===== src/rtl/ste_pkg.sv =====
// Shared types, legal parameter ranges and width helpers for the ste_* filter family.
package ste_pkg;

  typedef enum logic {
    RND_TRUNC   = 1'b0,
    RND_HALF_UP = 1'b1
  } round_mode_e;

  localparam int unsigned LOG2_LEN_MIN = 1;
  localparam int unsigned LOG2_LEN_MAX = 8;
  localparam int unsigned DATA_W_MIN   = 2;
  localparam int unsigned DATA_W_MAX   = 32;

  // Running sum of N samples of data_w bits needs clog2(N) extra bits.
  function automatic int acc_width(input int data_w, input int log2_len);
    return data_w + $clog2(2 ** log2_len);
  endfunction

endpackage


===== src/rtl/ste_mavg_if.sv =====
// Streaming sample interface of ste_mavg: input samples with strobe and clear, averaged output with status.
interface ste_mavg_if #(
  parameter int DATA_W = 16
);

  logic [DATA_W-1:0] din_i;
  logic              din_vld_i;
  logic              clr_i;
  logic [DATA_W-1:0] dout_o;
  logic              dout_vld_o;
  logic              filled_o;

  modport master (
    output din_i, din_vld_i, clr_i,
    input  dout_o, dout_vld_o, filled_o
  );

  modport slave (
    input  din_i, din_vld_i, clr_i,
    output dout_o, dout_vld_o, filled_o
  );

endinterface


===== src/rtl/ste_mavg_dly.sv =====
// N-entry circular delay line: presents the oldest sample and overwrites it on each write.
module ste_mavg_dly
  import ste_pkg::*;
#(
  parameter int DATA_W   = 16,
  parameter int LOG2_LEN = 2
) (
  input  logic              clk,
  input  logic              reset_ni,
  input  logic              clr_i,
  input  logic              wr_en_i,
  input  logic [DATA_W-1:0] din_i,
  output logic [DATA_W-1:0] oldest_o
);

  localparam int N = 2 ** LOG2_LEN;
  localparam logic [LOG2_LEN-1:0] PTR_ONE = 1;

  logic [DATA_W-1:0]   dly_q [N];
  logic [LOG2_LEN-1:0] wr_ptr_q;

  // The slot about to be overwritten holds the sample leaving the window.
  assign oldest_o = dly_q[wr_ptr_q];

  // NOTE: this array is reset and cleared on purpose; the warm-up ramp relies
  // on every slot reading zero until a real sample has been written there.
  always_ff @(posedge clk or negedge reset_ni) begin
    if (!reset_ni) begin
      wr_ptr_q <= '0;
      for (int i = 0; i < N; i++) dly_q[i] <= '0;
    end else if (clr_i) begin
      wr_ptr_q <= '0;
      for (int i = 0; i < N; i++) dly_q[i] <= '0;
    end else if (wr_en_i) begin
      dly_q[wr_ptr_q] <= din_i;
      wr_ptr_q        <= wr_ptr_q + PTR_ONE;
    end
  end

endmodule


===== src/rtl/ste_mavg.sv =====
// Moving average over 2^LOG2_LEN samples using a running-sum accumulator and a circular delay line.
module ste_mavg
  import ste_pkg::*;
#(
  parameter int DATA_W   = 16,
  parameter int LOG2_LEN = 2,
  parameter int ROUND    = 0
) (
  input logic          clk,
  input logic          reset_ni,
  ste_mavg_if.slave    bus
);

  localparam int ACC_W = acc_width(DATA_W, LOG2_LEN);
  localparam round_mode_e RMODE = (ROUND != 0) ? RND_HALF_UP : RND_TRUNC;
  localparam logic [ACC_W-1:0] RND_ADD =
    (RMODE == RND_HALF_UP) ? (ACC_W'(1) << (LOG2_LEN - 1)) : '0;
  localparam logic [LOG2_LEN:0] FILL_N   = {1'b1, {LOG2_LEN{1'b0}}};
  localparam logic [LOG2_LEN:0] FILL_ONE = 1;

  if (LOG2_LEN < LOG2_LEN_MIN || LOG2_LEN > LOG2_LEN_MAX) begin : g_bad_len
    $error("ste_mavg: LOG2_LEN out of legal range");
  end
  if (DATA_W < DATA_W_MIN || DATA_W > DATA_W_MAX) begin : g_bad_width
    $error("ste_mavg: DATA_W out of legal range");
  end
  if (ROUND != 0 && ROUND != 1) begin : g_bad_round
    $error("ste_mavg: ROUND must be 0 or 1");
  end

  logic              accept;
  logic [DATA_W-1:0] oldest;
  logic [ACC_W-1:0]  acc_q;
  logic [ACC_W-1:0]  acc_nxt;
  logic [ACC_W-1:0]  sum_rnd;
  logic [LOG2_LEN:0] fill_cnt_q;
  logic [DATA_W-1:0] dout_q;
  logic              dout_vld_q;

  // A sample arriving together with a clear is dropped.
  assign accept = bus.din_vld_i && !bus.clr_i;

  ste_mavg_dly #(
    .DATA_W   (DATA_W),
    .LOG2_LEN (LOG2_LEN)
  ) u_dly (
    .clk      (clk),
    .reset_ni (reset_ni),
    .clr_i    (bus.clr_i),
    .wr_en_i  (accept),
    .din_i    (bus.din_i),
    .oldest_o (oldest)
  );

  // NOTE: combinational blocks assign every output a default first so no
  // path can leave a value unassigned and infer a latch.
  always_comb begin
    acc_nxt = acc_q;
    sum_rnd = '0;
    // The true sum is never negative, so modular add/subtract stays exact.
    acc_nxt = acc_q + ACC_W'(bus.din_i) - ACC_W'(oldest);
    sum_rnd = acc_nxt + RND_ADD;
  end

  // NOTE: clocked state is updated with non-blocking assignments only, so
  // every register sees the pre-edge values of the others.
  always_ff @(posedge clk or negedge reset_ni) begin
    if (!reset_ni) begin
      acc_q      <= '0;
      fill_cnt_q <= '0;
      dout_q     <= '0;
      dout_vld_q <= 1'b0;
    end else if (bus.clr_i) begin
      acc_q      <= '0;
      fill_cnt_q <= '0;
      dout_q     <= '0;
      dout_vld_q <= 1'b0;
    end else begin
      dout_vld_q <= accept;
      if (accept) begin
        acc_q  <= acc_nxt;
        dout_q <= sum_rnd[ACC_W-1:LOG2_LEN];
        if (fill_cnt_q != FILL_N) fill_cnt_q <= fill_cnt_q + FILL_ONE;
      end
    end
  end

  assign bus.dout_o     = dout_q;
  assign bus.dout_vld_o = dout_vld_q;
  assign bus.filled_o   = (fill_cnt_q == FILL_N);

endmodule


===== src/flat_wrapper.sv =====
// flat-port wrapper written by rule: the top's interface ports become plain ports
module ste_mavg_flat import ste_pkg::*;
#(
  parameter int DATA_W   = 16,
  parameter int LOG2_LEN = 2,
  parameter int ROUND    = 0
)
  (clk, reset_ni, bus_din_i, bus_din_vld_i, bus_clr_i, bus_dout_o, bus_dout_vld_o, bus_filled_o);
  ste_mavg_if #(.DATA_W(DATA_W)) bus_i ();
  input logic clk;
  input logic reset_ni;
  input wire logic [$bits(bus_i.din_i)-1:0] bus_din_i;
  input wire logic [$bits(bus_i.din_vld_i)-1:0] bus_din_vld_i;
  input wire logic [$bits(bus_i.clr_i)-1:0] bus_clr_i;
  output wire logic [$bits(bus_i.dout_o)-1:0] bus_dout_o;
  output wire logic [$bits(bus_i.dout_vld_o)-1:0] bus_dout_vld_o;
  output wire logic [$bits(bus_i.filled_o)-1:0] bus_filled_o;
  assign bus_i.din_i = bus_din_i;
  assign bus_i.din_vld_i = bus_din_vld_i;
  assign bus_i.clr_i = bus_clr_i;
  assign bus_dout_o = bus_i.dout_o;
  assign bus_dout_vld_o = bus_i.dout_vld_o;
  assign bus_filled_o = bus_i.filled_o;
  ste_mavg #(.DATA_W(DATA_W), .LOG2_LEN(LOG2_LEN), .ROUND(ROUND)) u_core (.clk(clk), .reset_ni(reset_ni), .bus(bus_i));
endmodule

===== config.mk =====
export PLATFORM = sky130hd
export DESIGN_NAME = ste_mavg_flat
export DESIGN_NICKNAME = d
export VERILOG_FILES = /design/src/rtl/ste_pkg.sv /design/src/rtl/ste_mavg_if.sv /design/src/rtl/ste_mavg_dly.sv /design/src/rtl/ste_mavg.sv /design/src/flat_wrapper.sv
export SDC_FILE = /design/constraint.sdc
export NUM_CORES = 1
export LEC_CHECK = 0
export ABC_AREA = 1
export BUFFER_PORTS_ARGS = -buffer_cell sky130_fd_sc_hd__buf_2
export CORE_MARGIN = 5
export CORE_UTILIZATION = 30
export CTS_CLUSTER_SIZE = 10
export DETAILED_ROUTE_END_ITERATION = 16
export PLACE_DENSITY = 0.45
export SYNTH_ARGS = -nofsm -noshare
export SYNTH_HDL_FRONTEND = slang
export SYNTH_SLANG_ARGS = --single-unit

===== constraint.sdc =====
create_clock -name clk -period 4.94 [get_ports clk]
set_input_delay 0 -clock clk [delete_from_list [all_inputs] [get_ports clk]]
set_output_delay 0 -clock clk [all_outputs]
set_load 0.01 [all_outputs]

==> results of run 1 <==
## kinds of logic (layout without fill, tap and decap cells)
logic type | Yosys count | after routing | synth area share
AO/OA/AOI/OAI | 157 | 157 | 0.152
XOR/XNOR | 2 | 2 | 0.00319
adder cells (fa/ha/maj) | 40 | 40 | 0.113
buffers and inverters | 148 | 174 | 0.116
flip-flops | 88 | 88 | 0.401
AND/OR/NAND/NOR | 271 | 271 | 0.215
## power breakdown
| group | switching [mW] | internal, mW |
|---|---|---|
| clock | 0.305 | 0.393 |
| sequential | 0.0576 | 0.807 |
| combinational | 1.03 | 0.557 |
## final cells by class
| class | count | area [µm²] | share of cell area |
|---|---|---|---|
| multi-input combinational | 470 | 2660 | 0.429 |
| sequential | 88 | 2200 | 0.355 |
| inverter | 102 | 383 | 0.0618 |
| timing repair buffer | 57 | 378 | 0.0610 |
| tap | 229 | 287 | 0.0462 |
| clock buffer | 11 | 233 | 0.0376 |
| clock inverter | 4 | 55.1 | 0.00889 |
## final timing paths
| check | to | slack (ns) | depth (start not counted) |
|---|---|---|---|
| worst max register to register | u_core.bus.dout_o[12] | 1.48 | 14 |
| max in group asynchronous | u_core.u_dly.dly_q[9] | 3.66 | 3 |
| worst min-delay path | u_core.u_dly.dly_q[42] | 0.008 | 3 |
| worst min register to register | u_core.u_dly.dly_q[36] | 0.51 | 2 |
| worst max-delay path | u_core.bus.dout_o[12] | 1.48 | 14 |
| min in group asynchronous | u_core.bus.dout_o[2] | 0.10 | 2 |
## cells in the final DEF, fill, tap and decap left out
cell type | Yosys | final
nand2_1 | 115 | 115
o21ai_0 | 102 | 102
inv_1 | 97 | 97
dfrtp_1 | 88 | 88
nand3_1 | 72 | 72
nor2_1 | 60 | 60
buf_2 | 10 | 36
ha_1 | 24 | 24
a21oi_1 | 23 | 23
o22ai_1 | 19 | 19
fa_1 | 16 | 16
dlygate4sd3_1 | 0 | 16
clkbuf_16 | 0 | 9
nand2_2 | 8 | 8
nand3b_1 | 6 | 6
buf_4 | 18 | 5
inv_2 | 4 | 4
o21ai_1 | 4 | 4
nor3_1 | 4 | 4
a211oi_1 | 3 | 3
o21ai_2 | 3 | 3
nor2_4 | 2 | 2
nor2_2 | 2 | 2
clkbuf_1 | 15 | 2
and2_1 | 1 | 1
clkinv_1 | 1 | 1
nand3_2 | 1 | 1
o21bai_1 | 1 | 1
o32ai_1 | 1 | 1
o31ai_1 | 1 | 1
xnor2_1 | 1 | 1
xor2_1 | 1 | 1
clkinvlp_4 | 0 | 1
clkinv_4 | 0 | 1
inv_6 | 0 | 1
bufinv_16 | 0 | 1
## critical path, cell delays in order, from the launching register on
cell,delay [ns]
dfrtp_1,0.37
inv_1,0.79
o21ai_0,0.22
o22ai_1,0.25
fa_1,0.46
inv_1,0.07
ha_1,0.29
a21oi_1,0.28
o21ai_2,0.12
nand2_1,0.07
nand2_1,0.08
nand2_1,0.10
nand3b_1,0.09
nand3_1,0.10
nand2_1,0.06
## repair_timing
| action | in CTS | in global routing |
|---|---|---|
| setup endpoints to repair | 0 | 0 |
| endpoints found under the hold margin | 64 | 0 |
| hold buffers | 16 | 0 |
## state kept, by name, indices dropped and copies added, names as in the netlist
register / flops
u_core.acc_q: 3
u_core.fill_cnt_q: 3
u_core.u_dly.wr_ptr_q: 2
u_core.u_dly.dly_q: 64
u_core.bus.dout_vld_o: 1
u_core.bus.dout_o: 15
## metal layers
| layer | vias up | track usage |
|---|---|---|
| met3 | 13 | 0.0193 |
| met5 | - | 0 |
| met1 | 2255 | 0.214 |
| met4 | 0 | 0.0494 |
| li1 | 2325 | - |
| met2 | 124 | 0.227 |
## through the flow
step           area (µm²)  hold slack [ns]  cells  setup slack (ns)  utilization
4_1_cts              6200          0.00333    961              1.47        0.344
6_report             6200          0.00845    961              1.48        0.344
5_1_grt              6200           0.0153    961              1.05        0.344
3_3_place_gp         5750          -0.0554    930              1.49        0.319
2_1_floorplan        5500           -0.296    706              2.27            -
3_5_place_dp         5750          -0.0511    930              1.48        0.319
==> results.txt, run 1 <==
outcome -> complete, no violations
final setup TNS -> 0 ns
Crit. End Element -> flop
GRT overflow -> 0
routed length per instance -> 15.8 µm
Crit Reg-Reg Startpoint -> u_core.u_dly.wr_ptr_q[0]
P_leak -> 3.07 nW
FMAX -> 0.289 GHz
antenna cell count -> 0
vias per inst -> 4.91
Worst EP required -> 5.18 ns
Startpoint Class -> flop
Fin Clk Skew -> 0.0104 ns
Tot Pwr -> 3.15 mW
post-synth top area share -> 0.401
First-pass DRT Iterations -> 5
Pwr Density -> 508 nW/µm²
CTS root buf -> clkbuf_16
remaining antenna violation count after routing -> 0
Final Hold Vio Count -> 0
register area share after synthesis -> 0.401
Fillers -> 1951
Hold Crit Class -> primary input to flop
max cap viols -> 0
first-pass GRT wire length -> 25.3 mm
max-slew violation count -> 0
final setup fails -> 0
worst-path maximum fanout -> 36
share of layout cells above drive strength 1 -> 0.101
metal1 wirelength -> 7.43 mm
vias in the first global route -> 4696
slew margin rel. -> 0.273
EDFF count, synth -> 0
Post-synth top flop -> dfrtp_1
via count -> 4717
setup bufs post-CTS -> 0
Synth area leader -> dfrtp_1
RSZ-0062 raised after global routing -> false
Top Layer Used -> met4
Mapped Nets -> 766
post-route clock period utilization -> 0.701
synthesized instance count -> 706
Die Area -> 21100 µm²
count leader, synth -> nand2_1
Total Nets Final -> 788
worst-margin pin slew -> 1.09 ns
total CTS buffers -> 9
Starting Density -> 0.305
Synth top cells by count -> 115 x nand2_1, 102 x o21ai_0, 97 x inv_1
TritonCTS Sinks -> 88
die extent in x -> 145 µm
drt initial violations -> 324
asr flop ratio synth -> 1.00
Ports -> 38
largest net degree at the start of global routing -> 64
crit path time final -> 3.46 ns
Cell Rows -> 49
Synth area leaders -> dfrtp_1 40%, o21ai_0 9.3%, nand2_1 7.9%
origin of the worst setup path -> u_core.u_dly.wr_ptr_q[0]
Hold Startpoint -> bus_din_i[10]
Cell Area, Synth -> 5500 µm²
Post-DP HPWL -> 10.8 mm
Final GP Congestion -> 0.773
Synth cell types -> 31
DRC Markers -> 0
Routed Wire Length -> 15.2 mm
IO buf count -> 37
H-Tree Level Count -> 3
Seq cells post-synth -> 88
area growth from synthesis to layout -> 12.7%
CP Data Arrival Time -> 3.70 ns
worst-skew pair later-pin latency -> 0.35 ns
critical path type -> flop to flop
Yosys Warn Count -> 0
worst vdd ir -> 0.000222 V
Met3 Routed Length -> 568 µm
clock-pin slew on the worst setup and hold paths -> 0.06 ns
average size of a mapped cell -> 7.79 µm²
antenna violations before repair -> 0
GRT Util Overall -> 0.147
CTS Buffer Depth -> 2
CORE AREA -> 18000 µm²
met2 WL -> 6.92 mm
CTS tree -> yes
Die H -> 145 µm
quantity of gates resized following cts -> 0
No activity file was read; power rests on OpenSTA's default activity.
==> run 2: changes to the inputs <==
clock period = 3.3 ns   (was 4.94 ns; I/O delays follow)
==> results.txt, run 2 (synthesis gave the netlist of run 1 again) <==
area growth from synthesis to layout -> 14.0%
Min-Delay Endpoint -> u_core.u_dly.dly_q[34]
routed length per instance -> 16.0 µm
slew margin rel. -> 0.318
remaining antenna violation count after routing -> 0
fin worst setup slack -> 0.306 ns
Routed Wire Length -> 15.4 mm
Non-Filler Instances -> 966
Startpoint Class -> flop
share of layout cells above drive strength 1 -> 0.109
vias in the first global route -> 4686
commonest non-fill, non-tap cell in the layout -> nand2_1
die extent in x -> 145 µm
total CTS buffers -> 9
Die Area -> 21100 µm²
Worst EP required -> 3.54 ns
max reg flops -> 64
worst-margin pin slew -> 1.02 ns
Place WS -> 0.340 ns
clock power share -> 0.227
Gate power share -> 0.502
crit path time final -> 2.99 ns
FMAX -> 0.334 GHz
antenna violations before repair -> 0
vias per inst -> 4.85
quantity of gates resized following cts -> 0
RSZ-0062 raised after global routing -> false
Fin Clk Skew -> 0.00479 ns
Most flops, register -> u_core.u_dly.dly_q
critical path type -> flop to flop
DRC Markers -> 0
First-pass DRT Iterations -> 7
CORE AREA -> 18000 µm²
Hold Startpoint -> bus_din_vld_i
Hold Crit Class -> primary input to flop
via count -> 4683
worst vdd ir -> 0.000382 V
Net Sw Power -> 2.09 mW
Post-DP HPWL -> 10.9 mm
internal power -> 2.68 mW
Ports -> 38
reg2reg setup slack -> 0.31 ns
worst-skew pair later-pin latency -> 0.35 ns
Starting Density -> 0.305
Total Nets Final -> 793
Pwr Density -> 760 nW/µm²
largest net degree at the start of global routing -> 43
r2r endpoint -> u_core.acc_q[17]
CTS tree -> yes
Switching Share -> 0.438
H-Tree Level Count -> 3
most frequent cells in the layout -> 115 x nand2_1, 102 x o21ai_0, 97 x inv_1, 88 x dfrtp_1, 72 x nand3_1
clock-pin slew on the worst setup and hold paths -> 0.06 ns
TritonCTS Sinks -> 88
hold path depth -> 3
max cap viols -> 0
GRT Util Overall -> 0.149
antenna cell count -> 0
GRT overflow -> 0
Final Hold Vio Count -> 0
P_leak -> 3.10 nW
final setup fails -> 0
worst-path maximum fanout -> 34
final setup TNS -> 0 ns
Final GP Congestion -> 0.825
Crit Reg-Reg Startpoint -> u_core.u_dly.wr_ptr_q[0]
first-pass GRT wire length -> 25.5 mm
CTS root buf -> clkbuf_16
CP Data Arrival Time -> 3.24 ns
post-route clock period utilization -> 0.907
Seq pwr share -> 0.271
Tot Pwr -> 4.76 mW
Fillers -> 1888
smallest hold slack -> 0.0473 ns
Cell Rows -> 49
outcome -> complete, no violations
Crit. End Element -> flop
CTS Buffer Depth -> 2
drt initial violations -> 370
Reg2Reg Depth -> 14
max-slew violation count -> 0
IO buf count -> 37
Die H -> 145 µm
placed cells -> 934
-- run 2: how the worst max path moves through the flow --
stage                                  endpoint  depth (start not counted)                startpoint  slack [ns]
after floorplan                u_core.acc_q[17]                         15  u_core.u_dly.wr_ptr_q[1]        0.63
after detailed placement  u_core.bus.dout_o[11]                         14  u_core.u_dly.wr_ptr_q[0]        0.34
after global placement    u_core.bus.dout_o[11]                         14  u_core.u_dly.wr_ptr_q[0]        0.41
after global routing           u_core.acc_q[17]                         16  u_core.u_dly.wr_ptr_q[1]        0.07
after CTS                 u_core.bus.dout_o[11]                         14  u_core.u_dly.wr_ptr_q[0]        0.33
final                          u_core.acc_q[17]                         14  u_core.u_dly.wr_ptr_q[0]        0.31
-- run 2: area by class of cell --
| class | instances | area [µm²] | area share |
|---|---|---|---|
| Inverter | 102 | 383 | 0.0611 |
| Timing Repair Buffer | 62 | 430 | 0.0687 |
| Clock buffer | 11 | 253 | 0.0403 |
| Tap cell | 229 | 287 | 0.0457 |
| Multi-Input combinational cell | 470 | 2660 | 0.424 |
| Clock inverter | 4 | 53.8 | 0.00858 |
| Sequential cell | 88 | 2200 | 0.351 |
-- run 2: power groups by stage --
stage	sequential (mW)	combinational (mW)	clock, mW
floorplan	1.29	1.88	0
global placement	1.31	2.39	0
detailed placement	1.31	2.38	0
CTS	1.29	2.41	1.12
global route	1.32	2.79	1.15
finish	1.29	2.39	1.08
-- run 2: timing repair --
item | in CTS | in global routing
setup buffers | 0 | 0
hold buffers | 17 | 0
endpoints found under the hold margin | 76 | 0
-- run 2: worst max-delay path, cell delays in order (launching register included) --
cell	delay, ns
dfrtp_1	0.35
buf_4	0.33
o21ai_0	0.14
o22ai_1	0.31
fa_1	0.47
inv_1	0.06
ha_1	0.28
nand2_1	0.14
inv_1	0.07
a21oi_1	0.23
nand3_2	0.15
nand2_1	0.11
nand3_1	0.08
nand3_1	0.10
nand2_1	0.05
-- run 2: metrics by stage --
step | util | area [µm²]
after floorplan | - | 5500
after global placement | 0.321 | 5790
after detailed placement | 0.321 | 5790
after CTS | 0.348 | 6270
after global routing | 0.348 | 6270
final | 0.348 | 6270
-- run 2: routing by layer --
metal	GRT usage	part of all wire
met4	0.0452	0.018
met1	0.208	0.48
met2	0.235	0.46
met3	0.0302	0.040
met5	0	0
==> run 3: changes to the inputs <==
CORE_UTILIZATION = 40   (was 30)
CTS_CLUSTER_SIZE = 30   (was 10)
PLACE_DENSITY = 0.57   (was 0.45)
==> results.txt, run 3 (synthesis gave the netlist of run 1 again) <==
outcome -> complete, no violations
Fin Clk Skew -> 0.00761 ns
CORE AREA -> 13300 µm²
largest net degree at the start of global routing -> 66
Crit path buffers/inverters -> 4
Finished Core Util -> 0.464
area growth from synthesis to layout -> 12.8%
Final GP Congestion -> 0.896
vias in the first global route -> 4625
antenna cell count -> 0
Worst EP required -> 3.55 ns
remaining antenna violation count after routing -> 0
CTS Buffer Depth -> 2
First-pass DRT Iterations -> 5
cell area after layout -> 6200 µm²
critical path type -> flop to flop
CTS tree -> yes
worst-margin pin slew -> 0.993 ns
Startpoint Class -> flop
reg2reg setup slack -> 0.38 ns
crit path time final -> 2.92 ns
via count -> 4777
GRT overflow -> 0
total CTS buffers -> 9
Place WS -> 0.409 ns
most frequent cells in the layout -> 115 x nand2_1, 102 x o21ai_0, 97 x inv_1, 88 x dfrtp_1, 72 x nand3_1
Most flops, register -> u_core.u_dly.dly_q
Starting Density -> 0.412
drt initial violations -> 394
commonest non-fill, non-tap cell in the layout -> nand2_1
Final Hold Vio Count -> 0
Min-Delay Endpoint -> u_core.fill_cnt_q[2]
Routed Wire Length -> 14.2 mm
RSZ-0062 raised after global routing -> false
vias per inst -> 5.22
first-pass GRT wire length -> 23.8 mm
setup bufs post-CTS -> 0
fin worst setup slack -> 0.382 ns
worst stage delay on the critical path -> 0.46 ns
GRT Util Overall -> 0.185
H-Tree Level Count -> 3
cells along the critical path -> inv_1, buf_4, o21ai_0, o22ai_1, fa_1, inv_1, ha_1, nand2_1, inv_1, a21oi_1, nor2_1, nor2_1, nand3b_1, nand3_1, nand2_1
FMAX -> 0.343 GHz
Die Area -> 16200 µm²
post-route clock period utilization -> 0.884
Ports -> 38
DRC Markers -> 0
slowest library cell on the worst path -> fa_1
Die H -> 127 µm
max reg flops -> 64
final setup fails -> 0
Crit path max-delay family -> adder cells
IO buf count -> 37
max-slew violation count -> 0
Tot Pwr -> 4.70 mW
worst vdd ir -> 0.000312 V
Non-Filler Instances -> 915
r2r endpoint -> u_core.bus.dout_o[12]
quantity of gates resized following cts -> 0
placed cell area -> 5730 µm²
routed length per instance -> 15.5 µm
Hold Startpoint -> bus_clr_i
hold path depth -> 2
clock-pin slew on the worst setup and hold paths -> 0.07 ns
smallest hold slack -> 0.0379 ns
TritonCTS Sinks -> 88
die extent in x -> 127 µm
slew margin rel. -> 0.336
Total Nets Final -> 794
P_leak -> 3.10 nW
antenna violations before repair -> 0
Reg2Reg Depth -> 15
Pwr Density -> 759 nW/µm²
placed cells -> 882
Crit Reg-Reg Startpoint -> u_core.u_dly.wr_ptr_q[1]
CP Data Arrival Time -> 3.17 ns
max cap viols -> 0
Crit. End Element -> flop
most frequent CP cell -> inv_1
worst-path maximum fanout -> 12
share of layout cells above drive strength 1 -> 0.111
Post-DP HPWL -> 9.83 mm
Hold Crit Class -> primary input to flop
worst-skew pair later-pin latency -> 0.36 ns
final setup TNS -> 0 ns
Cell Rows -> 42
CTS root buf -> clkbuf_16
run 3: cell count changes in the layout (fill, tap and decap cells not counted):
cell	before	now
buf_4	8	9
clkbuf_8	2	0
clkinv_2	0	2
clkinv_4	1	0
clkinvlp_4	2	3
inv_6	0	1
run 3: how the worst max path moves through the flow:
stage                                        to  cells past startpoint                      from
after floorplan                u_core.acc_q[17]                     15  u_core.u_dly.wr_ptr_q[1]
after global placement    u_core.bus.dout_o[11]                     15  u_core.u_dly.wr_ptr_q[1]
after detailed placement  u_core.bus.dout_o[12]                     15  u_core.u_dly.wr_ptr_q[1]
after CTS                 u_core.bus.dout_o[12]                     15  u_core.u_dly.wr_ptr_q[1]
after global routing           u_core.acc_q[17]                     16  u_core.u_dly.wr_ptr_q[1]
final                     u_core.bus.dout_o[12]                     15  u_core.u_dly.wr_ptr_q[1]
run 3: power breakdown:
group	switching, mW	leakage (nW)	total, mW	internal [mW]
Sequential	0.0861	1.20	1.29	1.21
Combinational	1.53	1.77	2.37	0.838
Clock	0.457	0.138	1.04	0.587
Total	2.07	3.10	4.70	2.63
run 3: layout make-up:
| class | instances | area, µm² |
|---|---|---|
| inverters | 102 | 383 |
| fillers | 1331 | 7150 |
| repair buffers | 63 | 438 |
| well taps | 176 | 220 |
| multi-input cells | 470 | 2660 |
| clock inverters | 7 | 71.3 |
| flip-flops and latches | 88 | 2200 |
| clock buffers | 9 | 225 |
run 3: per-layer routing:
metal	global-route usage	vias to the layer above	share of wire
met2	0.280	131	0.45
met3	0.0267	20	0.045
met1	0.264	2285	0.48
met4	0.0845	0	0.024
li1	-	2341	-
met5	0	-	0
run 3: what timing repair did:
action / 4_1_cts / 5_1_grt
endpoints found under the setup margin: 0 / 0
hold endpoints to repair: 112 / 0
hold buffers: 17 / 0
